## src/rtl/fetch_sequencer_pkg.sv

```systemverilog
// cpu_pkg: shared fetch-sequencer types, field positions and reset default.
package cpu_pkg;
    typedef enum logic {FETCH, EXEC} fetch_state_t;
    localparam int OPCODE_W = 6;
    localparam int FUNCT_W = 6;
    localparam int OPC_HI = 31;
    localparam int OPC_LO = 26;
    localparam int FUNCT_HI = 5;
    localparam int FUNCT_LO = 0;
    localparam int IMM_HI = 15;
    localparam int IMM_LO = 0;
    localparam int JIDX_HI = 25;
    localparam int JIDX_LO = 0;
    localparam logic [31:0] DEFAULT_RESET_PC = 32'h0000_0000;
endpackage

```

## src/rtl/fetch_sequencer_if.sv

```systemverilog
// fetch_sequencer_if: instruction-memory request/response handshake.
interface fetch_sequencer_if #(parameter int N = 32);
    logic         imem_req;
    logic [N-1:0] imem_addr;
    logic         imem_ready;
    logic [31:0]  imem_rdata;
    modport master(output imem_req, imem_addr, input imem_ready, imem_rdata);
    modport slave(input imem_req, imem_addr, output imem_ready, imem_rdata);
endinterface

```

## src/rtl/fetch_sequencer_next_pc.sv

```systemverilog
// next_pc_calc: next-PC priority mux (jr > jump/jal > taken branch > pc+4).
module next_pc_calc
    import cpu_pkg::*;
#(
    parameter int N = 32
) (
    input  logic [N-1:0] pc_plus4,
    input  logic [31:0]  instr,
    input  logic         branch,
    input  logic         zero,
    input  logic         jump,
    input  logic         jal,
    input  logic         jr,
    input  logic [N-1:0] jr_target,
    output logic [N-1:0] next_pc
);
    logic [N-1:0] jr_pc, j_pc, br_pc;
    logic unused_bits;
    assign jr_pc = {jr_target[N-1:2], 2'b00};
    assign j_pc = {pc_plus4[N-1:28], instr[JIDX_HI:JIDX_LO], 2'b00};
    assign br_pc = pc_plus4 + {{(N-18){instr[IMM_HI]}}, instr[IMM_HI:IMM_LO], 2'b00};
    assign unused_bits = &{1'b0, instr[31:26], jr_target[1:0]};
    always_comb
        next_pc = jr ? jr_pc : (jump | jal) ? j_pc : (branch & zero) ? br_pc : pc_plus4;
endmodule

```

## src/rtl/fetch_sequencer.sv

```systemverilog
// fetch_sequencer: two-state fetch/execute PC sequencer feeding the decoder.
module fetch_sequencer
    import cpu_pkg::*;
#(
    parameter int N = 32,
    parameter logic [N-1:0] RESET_PC = N'(DEFAULT_RESET_PC)
) (
    input  logic                clk,
    input  logic                rst,
    fetch_sequencer_if.master   imem,
    output logic [31:0]         instr,
    output logic [OPCODE_W-1:0] opcode,
    output logic [FUNCT_W-1:0]  funct,
    output logic                instr_valid,
    input  logic                retire,
    input  logic                branch,
    input  logic                zero,
    input  logic                jump,
    input  logic                jal,
    input  logic                jr,
    input  logic [N-1:0]        jr_target,
    output logic [N-1:0]        pc,
    output logic [N-1:0]        pc_plus4
);
    fetch_state_t state, state_n;
    logic [N-1:0] next_pc;
    always_ff @(posedge clk) begin
        if (rst) begin
            state <= FETCH;
            pc <= RESET_PC;
            instr <= '0;
        end else begin
            state <= state_n;
            if (state == FETCH && imem.imem_ready) instr <= imem.imem_rdata;
            if (state == EXEC && retire) pc <= next_pc;
        end
    end
    // Request is gated by rst so memory never sees a fetch during reset.
    always_comb begin
        state_n = state;
        imem.imem_req = 1'b0;
        instr_valid = 1'b0;
        if (state == FETCH) begin
            imem.imem_req = ~rst;
            state_n = imem.imem_ready ? EXEC : FETCH;
        end else begin
            instr_valid = 1'b1;
            state_n = retire ? FETCH : EXEC;
        end
    end
    assign imem.imem_addr = pc;
    assign pc_plus4 = pc + N'(4);
    assign opcode = instr[OPC_HI:OPC_LO];
    assign funct = instr[FUNCT_HI:FUNCT_LO];
    next_pc_calc #(.N(N)) u_next_pc (
        .pc_plus4(pc_plus4),
        .instr(instr),
        .branch(branch),
        .zero(zero),
        .jump(jump),
        .jal(jal),
        .jr(jr),
        .jr_target(jr_target),
        .next_pc(next_pc)
    );
endmodule

```

## src/flat_wrapper.sv

```systemverilog
// flat-port wrapper written by rule: the top's interface ports become plain ports
module fetch_sequencer_flat import cpu_pkg::*;
#(
    parameter int N = 32,
    parameter logic [N-1:0] RESET_PC = N'(DEFAULT_RESET_PC)
)
  (clk, rst, instr, opcode, funct, instr_valid, retire, branch, zero, jump, jal, jr, jr_target, pc, pc_plus4, imem_imem_req, imem_imem_addr, imem_imem_ready, imem_imem_rdata);
  fetch_sequencer_if #(.N(N)) imem_i ();
  input  logic clk;
  input  logic rst;
  output logic [31:0] instr;
  output logic [OPCODE_W-1:0] opcode;
  output logic [FUNCT_W-1:0] funct;
  output logic instr_valid;
  input  logic retire;
  input  logic branch;
  input  logic zero;
  input  logic jump;
  input  logic jal;
  input  logic jr;
  input  logic [N-1:0] jr_target;
  output logic [N-1:0] pc;
  output logic [N-1:0] pc_plus4;
  output wire logic [$bits(imem_i.imem_req)-1:0] imem_imem_req;
  output wire logic [$bits(imem_i.imem_addr)-1:0] imem_imem_addr;
  input wire logic [$bits(imem_i.imem_ready)-1:0] imem_imem_ready;
  input wire logic [$bits(imem_i.imem_rdata)-1:0] imem_imem_rdata;
  assign imem_imem_req = imem_i.imem_req;
  assign imem_imem_addr = imem_i.imem_addr;
  assign imem_i.imem_ready = imem_imem_ready;
  assign imem_i.imem_rdata = imem_imem_rdata;
  fetch_sequencer #(.N(N), .RESET_PC(RESET_PC)) u_core (.clk(clk), .rst(rst), .imem(imem_i), .instr(instr), .opcode(opcode), .funct(funct), .instr_valid(instr_valid), .retire(retire), .branch(branch), .zero(zero), .jump(jump), .jal(jal), .jr(jr), .jr_target(jr_target), .pc(pc), .pc_plus4(pc_plus4));
endmodule
```

## config.mk

```make
export PLATFORM = sky130hd
export DESIGN_NAME = fetch_sequencer_flat
export DESIGN_NICKNAME = d
export VERILOG_FILES = /design/src/rtl/fetch_sequencer_pkg.sv /design/src/rtl/fetch_sequencer_if.sv /design/src/rtl/fetch_sequencer_next_pc.sv /design/src/rtl/fetch_sequencer.sv /design/src/flat_wrapper.sv
export SDC_FILE = /design/constraint.sdc
export NUM_CORES = 1
export LEC_CHECK = 0
export BUFFER_PORTS_ARGS = -buffer_cell sky130_fd_sc_hd__buf_2
export CAP_MARGIN = 20
export CELL_PAD_IN_SITES_DETAIL_PLACEMENT = 1
export CELL_PAD_IN_SITES_GLOBAL_PLACEMENT = 1
export CORE_MARGIN = 10
export CORE_UTILIZATION = 31
export DETAILED_ROUTE_END_ITERATION = 7
export PLACE_DENSITY = 0.75
export SYNTH_ARGS = -nofsm -noshare
export SYNTH_HDL_FRONTEND = slang
export SYNTH_SLANG_ARGS = --single-unit
```

## constraint.sdc

```tcl
create_clock -name clk -period 3.9 [get_ports clk]
set_input_delay 0.975 -clock clk [delete_from_list [all_inputs] [get_ports clk]]
set_output_delay 0.975 -clock clk [all_outputs]
set_load 0.01 [all_outputs]
```

==> out/metrics.yaml <==
status: "complete, no violations"
postSynthCellCount: 737
clockBufferDepth: 2
yosysMostFrequentCell: "nand2_1"
reg2reg_from: "u_core.imem.imem_addr[3]"
fillCellCount: 2248
crit_type: "reg2reg"
min_to: "u_core.instr[27]"
cts_buffers: 9
cpMaxStageDelayCell: "dfxtp_4"
cp-end-kind: "register"
layout-drive-gt1-share_pct: 35.5
grt_pass1_wl_um: 38200
die_w_um: 152
skew_ns: 0.00648
final_hold_viol_count: 0
ant_nets: 0
grt_max_degree: 32
ys_ff_latch: 63
setup_ws_ns: 0.143
crit_chain: "ha_4, and4_4, nand4_1, or2_4, nor3_4, xor2_2, ha_1, a21o_1, a211o_1, o21a_1, and4_4, o21ai_1, a21oi_1, or3_1, a31o_1, a32o_1"
tritoncts: "built"
synth_area_leaders: "dfxtp_1 23%, nand2_1 9.2%, ha_1 8.3%, a21oi_1 7.2%, buf_4 6.7%"
min_from: "u_core.instr[27]"
worstPathArrival_ns: 4.00
max_stage_delay_ns: 0.38
p_per_area_nw_per_um2: 294
startpoint_type: "register"
cpMostUsedCell: "and4_4"
rrSetupSlack_ns: 0.14
crit_family: "simple AND/OR/NAND/NOR gates"
synth_commonest_cells: "133 x nand2_1, 78 x a21oi_1, 63 x dfxtp_1"
synth_flop_cell: "dfxtp_1"
drt-initial-drc-count: 397
yosysUniqueCellTypes: 75
diodes: 0
finalCritPeriodShare_pct: 96.3
netlist_area_um2: 5400
place_area_um2: 6750
gp_congestion: 0.895
root_buffer: "clkbuf_16"
core_um2: 17200
multi_input_area_um2: 3750
post-route-min-period_ns: 3.76
r2r-end: "u_core.imem.imem_addr[29]"
synth_top_area_share_pct: 23.4
timing.hold.worst.class: "reg2reg"
clk_latency_ns: 0.35
synthArstFlopShare_pct: 0
design_area_um2: 7280
synth-seq-area-share_pct: 23.4
cts_hold_buf: 0
worstMarginPinSlew_ns: 0.690
finalWirelength_um: 24900
syn_avg_cell_area_um2: 7.33
htreeDepth: 3
grt_usage_pct: 20.2
die_area_um2: 23100
maxCapViolCount: 0
yosys.area.top_type: "dfxtp_1"
area_growth_pct: 34.7
first_pass_iters: 4
max_freq_mhz: 266
synth_edf_count: 0
setup_viol: 0
yosysWarnings: 0
path_buf_inv: 0
tns_ns: 0
grt_antenna_before_repair: 0
crit_fanout: 4
nNetsFinal: 1062
p_leak_nw: 3.50
seqCellArea_um2: 1270
routedWlPerCell_um: 21.1
io_buffers: 206
routed_via_density: 5.35
chipHeight_um: 152
fin_cells: 1182
dp.cells: 1153
max-vdd-ir-drop_mv: 0.211
slew_viol_final: 0
place_ws_ns: 0.00458
io-pin-count: 215
relSlewSlack_pct: 52.8
grt_pass1_vias: 6765
dr_total_vias: 6329
clk_pin_slew_ns: 0.06
route.detailed.drc: 0
row_count: 48
hpwl_um: 19100
rr_worst_depth: 16
holdPathStages: 2
cts_num_sinks: 63
worst_ep_required_time_ns: 4.14
start_util_pct: 31.4
gr-total-overflow: 0
-- cells in the final DEF (no fill, tap or decap), types with 3 or more instances in the layout --
master       n
a21oi_1     73
nor2b_1      5
inv_1       11
clkbuf_16    9
a32o_1       3
nand3_1     18
nand4_1      7
nor2_2       3
a211oi_1    10
nand2b_1     8
o21ai_0     47
nor2_1      43
or2_2        3
and3_1       7
a21o_1       8
a311oi_1     3
a211oi_2     3
nand2_1    133
a31oi_1      3
xnor2_1     33
o21a_1       3
conb_1       6
o211ai_1     6
o21ai_1     11
and2_1       3
nor3_1       5
buf_4       75
a32oi_1      3
o21bai_1     5
dfxtp_1     61
o31ai_1      3
ha_1        34
buf_2      206
xor2_1      15
a22oi_1     14
a21oi_2      7
-- routing by layer --
metal | part of all wire (%) | global-route usage (%) | vias up | wire length [um]
li1 | - | - | 3016 | -
met1 | 42 | 24.0 | 3104 | 10600
met2 | 51 | 35.5 | 176 | 12700
met3 | 4.7 | 3.90 | 33 | 1170
met4 | 2.1 | 6.88 | 0 | 523
met5 | 0 | 0 | - | 0
-- cell type report --
| type | count | area share, % |
|---|---|---|
| well taps | 225 | 3.87 |
| clock inverters | 5 | 1.10 |
| repair buffers | 281 | 21.9 |
| multi-input cells | 585 | 51.6 |
| flip-flops and latches | 63 | 17.4 |
| inverters | 12 | 0.619 |
| clock buffers | 11 | 3.47 |
-- worst max path at each step --
stage | from | end | slack, ns | cells after the start
after global routing | u_core.imem.imem_addr[2] | u_core.imem.imem_addr[24] | -0.04 | 17
final | u_core.imem.imem_addr[3] | u_core.imem.imem_addr[29] | 0.14 | 16
after detailed placement | u_core.imem.imem_addr[3] | u_core.imem.imem_addr[31] | 0.005 | 16
after floorplan | u_core.imem.imem_addr[3] | u_core.imem.imem_addr[29] | 0.03 | 18
after CTS | u_core.imem.imem_addr[3] | u_core.imem.imem_addr[31] | 0.003 | 16
after global placement | u_core.imem.imem_addr[3] | u_core.imem.imem_addr[29] | 0.08 | 16
-- worst register-to-register path: cells and delay by family (launching register included) --
family	cells	cell delay, ns
AND/OR/NAND/NOR	6	1.42
flip-flops	1	0.38
adder cells (fa/ha/maj)	2	0.41
XOR/XNOR	1	0.19
AO/OA/AOI/OAI	7	1.26
-- metrics by stage --
step | utilization (%) | total power, mW | hold WS, ns
after global routing | 42.4 | 2.23 | 0.499
after floorplan | - | 1.01 | 0.490
final | 42.4 | 2.14 | 0.467
after detailed placement | 39.3 | 1.20 | 0.459
after global placement | 39.3 | 1.19 | 0.451
after CTS | 41.3 | 2.14 | 0.468
-- flip-flops by register name, summed over array words and instances, names as in the netlist --
| name | cells |
|---|---|
| u_core.instr | 32 |
| u_core.imem.imem_addr | 30 |
| u_core.state | 1 |
-- where the power goes --
part	switching (mW)	internal (mW)	leakage [nW]
combinational	0.292	0.193	2.82
clock	0.347	0.594	0.158
sequential	0.0403	0.675	0.516
total	0.679	1.46	3.50
-- cells by family after synthesis --
group           after synthesis  synth area share (%)
simple gates                260                  22.3
other cells                   1                0.0694
buf+inv                      94                  9.94
compound gates              231                  27.3
fa+ha+maj                    37                  8.71
mux                           2                 0.371
xor+xnor                     49                  7.95
flops                        63                  23.4
-- what timing repair did --
item | 4_1_cts | 5_1_grt
buffers inserted | 0 | 13
setup endpoints to repair | 1 | 12
pin swaps | 0 | 14
resized for setup | 1 | 22
Power figures use the tool's default switching activity.
